**src/rtl/dmem_pkg.sv**
```systemverilog
// Shared types for the data-memory arbiter: FSM states, access owner and default widths.
package dmem_pkg;

    localparam int DEF_ADDR_W = 32;
    localparam int DEF_DATA_W = 32;

    typedef enum logic [1:0] {
        ARB_IDLE   = 2'd0,
        ARB_BUSY_P = 2'd1,
        ARB_BUSY_D = 2'd2
    } arb_state_e;

    typedef enum logic {
        OWN_P = 1'b0,
        OWN_D = 1'b1
    } owner_e;

endpackage

```
**src/rtl/dmem_arbiter.sv**
```systemverilog
// Shares the single-port data memory between the pipeline MEM stage and a DMA/debug master,
// sequencing each access over MEM_LAT cycles with an aging counter bounding DMA starvation.
module dmem_arbiter
    import dmem_pkg::*;
#(
    parameter int ADDR_W     = DEF_ADDR_W,
    parameter int DATA_W     = DEF_DATA_W,
    parameter int MEM_LAT    = 2,
    parameter int STARVE_MAX = 4
) (
    input  logic              clk,
    input  logic              reset,
    input  logic              p_read,
    input  logic              p_write,
    input  logic [ADDR_W-1:0] p_addr,
    input  logic [DATA_W-1:0] p_wdata,
    output logic [DATA_W-1:0] p_rdata,
    output logic              p_done,
    output logic              p_stall,
    input  logic              d_req,
    input  logic              d_we,
    input  logic [ADDR_W-1:0] d_addr,
    input  logic [DATA_W-1:0] d_wdata,
    output logic              d_ack,
    output logic [DATA_W-1:0] d_rdata,
    output logic              m_read_en,
    output logic              m_write_en,
    output logic [ADDR_W-1:0] m_addr,
    output logic [DATA_W-1:0] m_wdata,
    input  logic [DATA_W-1:0] m_rdata
);

    localparam int CNT_W = $clog2(MEM_LAT + 1);
    localparam int STV_W = $clog2(STARVE_MAX + 1);
    localparam logic [CNT_W-1:0] LAST    = CNT_W'(MEM_LAT - 1);
    localparam logic [STV_W-1:0] STV_MAX = STV_W'(STARVE_MAX);

    arb_state_e        state_q, state_d;
    logic [CNT_W-1:0]  cnt_q, cnt_d;
    logic [STV_W-1:0]  starve_q, starve_d;
    logic [ADDR_W-1:0] addr_q, addr_d;
    logic [DATA_W-1:0] wdata_q, wdata_d;
    logic              we_q, we_d;
    logic              d_ack_q, d_ack_d;
    logic [DATA_W-1:0] d_rdata_q, d_rdata_d;

    logic              p_req, d_live, is_idle, gnt_p, gnt_d, last_cyc, p_fin, d_fin;
    logic              mem_re, mem_we;
    logic [ADDR_W-1:0] mem_addr;
    logic [DATA_W-1:0] mem_wdata;
    owner_e            own;

    // d_req is still held high during its own d_ack cycle; it must not be seen as a new request.
    assign p_req    = p_read | p_write;
    assign d_live   = d_req & ~d_ack_q;
    assign is_idle  = (state_q == ARB_IDLE);
    assign own      = (d_live && (starve_q == STV_MAX || !p_req)) ? OWN_D : OWN_P;
    assign gnt_p    = is_idle & p_req  & (own == OWN_P);
    assign gnt_d    = is_idle & d_live & (own == OWN_D);
    assign last_cyc = (cnt_q == LAST);
    assign p_fin    = last_cyc & (gnt_p | (state_q == ARB_BUSY_P));
    assign d_fin    = last_cyc & (gnt_d | (state_q == ARB_BUSY_D));

    always_comb begin
        state_d   = state_q;
        cnt_d     = cnt_q;
        addr_d    = addr_q;
        wdata_d   = wdata_q;
        we_d      = we_q;
        mem_re    = 1'b0;
        mem_we    = 1'b0;
        mem_addr  = '0;
        mem_wdata = '0;
        case (state_q)
            ARB_IDLE: begin
                if (gnt_p || gnt_d) begin
                    mem_addr  = gnt_d ? d_addr  : p_addr;
                    mem_wdata = gnt_d ? d_wdata : p_wdata;
                    mem_we    = gnt_d ? d_we    : p_write;
                    mem_re    = !mem_we;
                    if (MEM_LAT > 1) begin
                        state_d = gnt_d ? ARB_BUSY_D : ARB_BUSY_P;
                        cnt_d   = CNT_W'(1);
                        addr_d  = mem_addr;
                        wdata_d = mem_wdata;
                        we_d    = mem_we;
                    end
                end
            end
            default: begin
                mem_addr  = addr_q;
                mem_wdata = wdata_q;
                mem_we    = we_q;
                mem_re    = !we_q;
                if (last_cyc) begin
                    state_d = ARB_IDLE;
                    cnt_d   = '0;
                end else begin
                    cnt_d = cnt_q + 1'b1;
                end
            end
        endcase
    end

    // Aging only counts cycles where DMA actually loses; its own access does not age it.
    always_comb begin
        if (d_live && !gnt_d && state_q != ARB_BUSY_D)
            starve_d = (starve_q == STV_MAX) ? starve_q : starve_q + 1'b1;
        else
            starve_d = '0;
    end

    assign d_ack_d   = d_fin;
    assign d_rdata_d = d_fin ? m_rdata : d_rdata_q;

    always_ff @(posedge clk or negedge reset) begin
        if (!reset) begin
            state_q   <= ARB_IDLE;
            cnt_q     <= '0;
            starve_q  <= '0;
            d_ack_q   <= 1'b0;
            d_rdata_q <= '0;
        end else begin
            state_q   <= state_d;
            cnt_q     <= cnt_d;
            starve_q  <= starve_d;
            d_ack_q   <= d_ack_d;
            d_rdata_q <= d_rdata_d;
        end
    end

    always_ff @(posedge clk) begin
        addr_q  <= addr_d;
        wdata_q <= wdata_d;
        we_q    <= we_d;
    end

    // Gating with reset aborts an in-flight access in the same cycle reset asserts.
    assign m_read_en  = reset & mem_re;
    assign m_write_en = reset & mem_we;
    assign m_addr     = reset ? mem_addr  : '0;
    assign m_wdata    = reset ? mem_wdata : '0;
    assign p_done     = reset & p_fin;
    assign p_stall    = p_req & ~p_done;
    assign p_rdata    = m_rdata;
    assign d_ack      = d_ack_q;
    assign d_rdata    = d_rdata_q;

endmodule

```
**config.mk**
```make
export PLATFORM = sky130hd
export DESIGN_NAME = dmem_arbiter
export DESIGN_NICKNAME = d
export VERILOG_FILES = /design/src/rtl/dmem_pkg.sv /design/src/rtl/dmem_arbiter.sv
export SDC_FILE = /design/constraint.sdc
export NUM_CORES = 1
export LEC_CHECK = 0
export CAP_MARGIN = 20
export CORE_UTILIZATION = 40
export CTS_BUF_LIST = sky130_fd_sc_hd__clkbuf_8
export DETAILED_ROUTE_END_ITERATION = 16
export GPL_TIMING_DRIVEN = 0
export MAX_ROUTING_LAYER = met4
export PLACE_DENSITY_LB_ADDON = 0.12
export SLEW_MARGIN = 10
export SYNTH_ARGS = -nofsm -noshare
export SYNTH_HDL_FRONTEND = slang
export SYNTH_SLANG_ARGS = --single-unit
export TNS_END_PERCENT = 1
```
**constraint.sdc**
```tcl
create_clock -name clk -period 3.7 [get_ports clk]
set_clock_uncertainty 0.15 [all_clocks]
set_input_delay 0.74 -clock clk [delete_from_list [all_inputs] [get_ports clk]]
set_output_delay 0.74 -clock clk [all_outputs]
set_load 0.02 [all_outputs]
```
Yosys cells after proc, flatten, opt, wreduce, memory -nomap -nowiden
Cells that the tools add are included.
- bits in registers: 105
- bits of input ports: 166
- add/sub/neg operators: 2
- eq/ne operators: 7
- multiplexer cells: 23
- bitwise logic cells: 17
- reductions and logical operators: 13
- operators by type and width (cell ; count):
    $mux W32 ; 8
    $mux W2 ; 7
    $and A1 B1 Y1 ; 11
    $mux W1 ; 6
    $mux W3 ; 2
    $eq A2 B1 Y1 const B ; 2
    $logic_not A1 Y1 ; 4
    $ne A2 B2 Y1 const B ; 2
    $reduce_and A2 Y1 ; 2
    $add A3 B1 Y3 const B ; 1
    $eq A3 B3 Y1 const B ; 1
    $logic_and A1 B1 Y1 ; 3
    $not A1 Y1 ; 3
    $or A1 B1 Y1 ; 3
    $add A2 B1 Y2 const B ; 1
    $eq A2 B2 Y1 const B ; 1
    $logic_not A2 Y1 ; 1
    $logic_or A1 B1 Y1 ; 2
    $ne A2 B1 Y1 const B ; 1
    $reduce_bool A2 Y1 ; 1

Depth between registers and ports, before layout
- depth in word-level cells: 12
- depth in mapped cells: 8

Least setup slack after synthesis
No wires, ideal clock.
- path kind: input-to-reg
- from: input port d_req
- to: register addr_q[0], enable pin
- setup time: 430 ps
- arrival time: 2663 ps
- path slack: 456 ps
- cell stages on the path: 3
- buffers on the path: 0
- cells stage by stage: and2b_1 -> nand2b_1 -> and2_1
- longest elaborated chain between the ends: 7
- elaborated cells on any way between the ends: 9
- RTL lines (item ; RTL line ; source):
    start, declared ; dmem_arbiter.sv:20 ; input logic d_req,
    $and A1 B1 Y1 * ; dmem_arbiter.sv:55 ; assign d_live = d_req & ~d_ack_q;
    $logic_and A1 B1 Y1 ; dmem_arbiter.sv:57 ; assign own = (d_live && (starve_q == STV_MAX || !p_req)) ? OWN_D : OWN_P;
    $mux W1 ; dmem_arbiter.sv:57 ;
    $not A1 Y1 ; dmem_arbiter.sv:58 ; assign gnt_p = is_idle & p_req & (own == OWN_P);
    $and A1 B1 Y1 ; dmem_arbiter.sv:58 ;
    $logic_or A1 B1 Y1 * ; dmem_arbiter.sv:76 ; if (gnt_p || gnt_d) begin
    $reduce_and A2 Y1 (no line) * ; - ;
    end signal, assigned ; dmem_arbiter.sv:133 ; addr_q <= addr_d;
    end, declared ; dmem_arbiter.sv:41 ; logic [ADDR_W-1:0] addr_q, addr_d;
Mark *: on every way between the ends. The rest lies on a longest branch, timed or not.
A chain may end at the register's enable or synchronous reset.

Worst setup path in the final report
- from: input port p_read
- to: output port m_addr[6]
- longest elaborated chain between the ends: 11
- elaborated cells on any way between the ends: 14
- RTL lines (item ; RTL line ; source):
    start, declared ; dmem_arbiter.sv:13 ; input logic p_read,
    $or A1 B1 Y1 * ; dmem_arbiter.sv:54 ; assign p_req = p_read | p_write;
    $logic_not A1 Y1 ; dmem_arbiter.sv:57 ;
    $logic_or A1 B1 Y1 ; dmem_arbiter.sv:57 ;
    $logic_and A1 B1 Y1 ; dmem_arbiter.sv:57 ;
    $mux W1 ; dmem_arbiter.sv:57 ;
    $not A1 Y1 ; dmem_arbiter.sv:58 ;
    $and A1 B1 Y1 ; dmem_arbiter.sv:58 ;
    $logic_or A1 B1 Y1 ; dmem_arbiter.sv:76 ;
    $mux W32 * ; dmem_arbiter.sv:76 ;
    $mux W32 * ; dmem_arbiter.sv:74 ; case (state_q)
    $mux W32 * ; dmem_arbiter.sv:141 ; assign m_addr = reset ? mem_addr : '0;
    end, declared ; dmem_arbiter.sv:28 ; output logic [ADDR_W-1:0] m_addr,
Marks and branches as above.

==> impl_metrics.csv <==
group,metric,value,unit
sta,max_clock_freq,0.273,GHz
route,ant_nets,0,
sta,worstMarginPinSlew,0.863,ns
pwr,irDropWorstVdd,0.367,mV
floorplanning,die_w,118,um
synthesis,synth.distinct_cells,31,
synthesis,syn-instance-count,368,
route,routed_via_count_divided_by_cell_count,4.89,
critical_path,worstSetupStartpointType,"input pin",
placement,dp_hpwl,11700,um
critical_path,max_stage_delay,0.45,ns
cells_and_area,sequential_cell_area,2950,um2
grt,remaining_global_route_overflow,0,
route,drt-initial-drc-count,206,
sta,finalMaxSlewViolations,0,
floorplanning,initial_utilization,41.0,%
critical_path,path_class,"input pin to output port",
grt,grt_first_pass_wirelength,23800,um
route,drt_first_pass_iters,4,
placement,number_of_placed_instances_taps_included,843,
cells_and_area,layout_commonest_cell,"sky130_fd_sc_hd__clkdlybuf4s50_1",
clocking,path_clk_slew,0.09,ns
sta,min_period_over_period,99.1,%
sta,grt_setup_unrepaired,"yes",
floorplanning,rows,42,
floorplanning,design.core.area,13200,um2
cells_and_area,design_area,8760,um2
clocking,clock_path_buffers,2,
cells_and_area,multi_input_area,2070,um2
critical_path,setup.worst_path.end_class,"output port",
floorplanning,floorplan.die_area,14000,um2
synthesis,syn_area_per_cell,14.7,um2
clocking,cts_sinks,105,
cells_and_area,fillCellCount,1051,
synthesis,nets_in_the_synthesized_netlist,536,
clocking,ctsHtreeMaxLevel,3,
critical_path,worstReg2RegStart,"starve_q[0]$_DFFE_PN0P_",
pwr,leakage,3.78,nW
synthesis,synth_largest_type_area_fraction,36.1,%
route,wirelength,15300,um
placement,number_of_buffer_cells_added_on_primary_ports,298,
outcome,status,"completed",
synthesis,yosys_warnings,0,
placement,postPlaceCellArea,8620,um2
pwr,fin_total_pwr,5.55,mW
critical_path,worstRegToRegCells,8,
grt,first_global_vias,4393,
clocking,cts_tree,"built",
cells_and_area,finalNonFillerCells,860,
route,detail_route.drc_violations,0,
sta,timing.slew.headroom,42.4,%
synthesis,synth_area,5400,um2
grt,grt_antenna_before_repair,0,
critical_path,crit_start,"p_read",
cells_and_area,final_net_count,847,
synthesis,seq_area_frac_synth,54.6,%
grt,groute.usage.overall,22.6,%
placement,gp_routability_congestion,0.804,
critical_path,crit_path_max_fanout,10,
synthesis,synth_area_leaders,"sky130_fd_sc_hd__edfxtp_1 (36%), sky130_fd_sc_hd__dfrtp_1 (19%), sky130_fd_sc_hd__mux2_2 (12%), sky130_fd_sc_hd__mux2_4 (11%), sky130_fd_sc_hd__a22o_1 (11%)",
sta,final_period_minus_worst_setup_slack,3.67,ns
sta,timing.setup.tns,0,ns
critical_path,ff2ff_setup_slack,1.39,ns
floorplanning,pin_count,299,
critical_path,r2r-end,"d_rdata[13]$_DFFE_PN0P_",
clocking,holdBufCountCts,0,
synthesis,ys_seq_elements,105,
critical_path,crit_top_cell,"sky130_fd_sc_hd__buf_6",
pwr,p_per_area,633,nW/um2
route,post_drt_wl_per_cell,17.7,um
floorplanning,die_y,118,um
route,vias,4204,
grt,grt_max_degree,66,
hold_path,holdCritPathClass,"input pin to async pin",
cells_and_area,drive_gt1_share,26.2,%
critical_path,required,2.81,ns
synthesis,synth_area_leader_cell,"sky130_fd_sc_hd__edfxtp_1",
cells_and_area,antennaDiodeCount,0,
clocking,clock_latency_at_the_later_pin_of_the_worst_skew_pair,0.36,ns
clocking,ctsRootBufferMaster,"sky130_fd_sc_hd__clkbuf_8",
critical_path,critical_path.cell_chain,"clkdlybuf4s50_1 > o2bb2ai_2 > nand3_2 > buf_6 > buf_6 > mux2_4 > a22o_1 > dlygate4sd2_1",
sta,setup-violations-final,0,
critical_path,cp_data_arrival_time,2.78,ns
job,max_cap_violations,0,
cells_and_area,syn_to_final_growth,62.1,%
critical_path,cp-endpoint,"m_addr[6]",
sta,finalHoldViolCount,0,
cells_and_area,leading_cell_types_in_the_layout_fill_and_taps_excluded,"sky130_fd_sc_hd__clkdlybuf4s50_1 (230), sky130_fd_sc_hd__a22o_1 (66), sky130_fd_sc_hd__edfxtp_1 (65)",
critical_path,critical-path-slowest-cell,"sky130_fd_sc_hd__clkdlybuf4s50_1",
clocking,cts_buffers,9,
==> critical path, delay by kind of cell <==
kind / cells / cell delay, ns
AOI/OAI and AO/OA: 2 / 0.39
buffers and inverters: 4 / 1.16
and+or+nand+nor: 1 / 0.16
muxes: 1 / 0.32
==> state kept, by name (all words and copies together) (netlist names) <==
name,flops
we_q,1
addr_q,32
starve_q,3
wdata_q,32
cnt_q,2
d_ack,1
d_rdata,32
state_q,2
==> report_power, final <==
part / total, mW / switching [mW] / internal [mW]
combinational: 2.87 / 1.51 / 1.36
sequential: 2.00 / 0.190 / 1.81
clock: 0.682 / 0.377 / 0.305
total: 5.55 / 2.08 / 3.47
==> worst min-delay path by stage <==
stage	end	slack (ns)
2_1_floorplan	cnt_q[0]$_DFFE_PN0P_	0.29
3_3_place_gp	cnt_q[1]$_DFFE_PN0P_	0.31
3_5_place_dp	cnt_q[1]$_DFFE_PN0P_	0.33
4_1_cts	d_rdata[3]$_DFFE_PN0P_	0.06
5_1_grt	d_rdata[3]$_DFFE_PN0P_	0.06
6_report	d_rdata[3]$_DFFE_PN0P_	0.08
==> timing repair <==
action / CTS / global route
endpoints found under the setup margin: 66 / 61
buffers inserted: 0 / 1
pin swaps: 1 / 2
cloned: 0 / 0
resized for setup: 84 / 7
==> cell families (layout without fill, tap and decap cells) <==
kind of cell | after synthesis | in the layout | share of synthesized area, %
DFF | 105 | 105 | 54.6
muxes | 97 | 97 | 22.9
AOI/OAI and AO/OA | 74 | 74 | 11.7
buffers and inverters | 59 | 375 | 7.29
and+or+nand+nor | 30 | 30 | 2.85
adders and majority gates | 2 | 2 | 0.463
xor gates and xnor gates | 1 | 1 | 0.162
==> cell usage after synthesis <==
cell type,number
sky130_fd_sc_hd__and2_1,2
sky130_fd_sc_hd__a22o_1,66
sky130_fd_sc_hd__o21a_1,2
sky130_fd_sc_hd__edfxtp_1,65
sky130_fd_sc_hd__buf_6,5
sky130_fd_sc_hd__a21oi_1,2
sky130_fd_sc_hd__buf_2,12
sky130_fd_sc_hd__a31oi_1,2
sky130_fd_sc_hd__and2b_1,1
sky130_fd_sc_hd__nor2b_1,1
sky130_fd_sc_hd__nor2_2,2
sky130_fd_sc_hd__o22ai_1,1
sky130_fd_sc_hd__nand3_1,2
sky130_fd_sc_hd__nor3b_1,1
sky130_fd_sc_hd__clkbuf_1,5
sky130_fd_sc_hd__mux2_4,39
sky130_fd_sc_hd__o2bb2ai_1,1
sky130_fd_sc_hd__buf_4,32
sky130_fd_sc_hd__nand2b_1,2
sky130_fd_sc_hd__dfrtp_1,40
sky130_fd_sc_hd__nand3_2,1
sky130_fd_sc_hd__xnor2_1,1
sky130_fd_sc_hd__and3_1,1
sky130_fd_sc_hd__nor3_1,2
sky130_fd_sc_hd__nand2_1,7
sky130_fd_sc_hd__inv_1,3
sky130_fd_sc_hd__ha_1,2
sky130_fd_sc_hd__mux2_2,58
sky130_fd_sc_hd__nor2_1,7
sky130_fd_sc_hd__buf_1,2
sky130_fd_sc_hd__or2_2,1
==> routing by layer <==
layer  track usage, %  share of wire, %
met1             26.3                41
met2             37.6                49
met3             6.76               8.1
met4             6.97               1.5
met5                -                 0
==> metrics by stage <==
stage	worst slack (ns)	hold slack, ns	util (%)
after floorplan	0.456	0.294	-
after global placement	-1.64	0.310	65.3
after detailed placement	-0.379	0.330	65.4
after CTS	-0.0236	0.0564	66.4
after global routing	-0.0575	0.0628	66.4
final	0.0333	0.0751	66.4
==> area by class of cell <==
cell class	instances	area share, %
clock buffers	9	1.41
multi-input cells	204	23.6
inverters	3	0.129
repair buffers	300	33.3
clock inverters	7	0.714
plain buffers	56	4.63
well taps	176	2.51
flip-flops and latches	105	33.7
(Power assumes the default switching activity.)
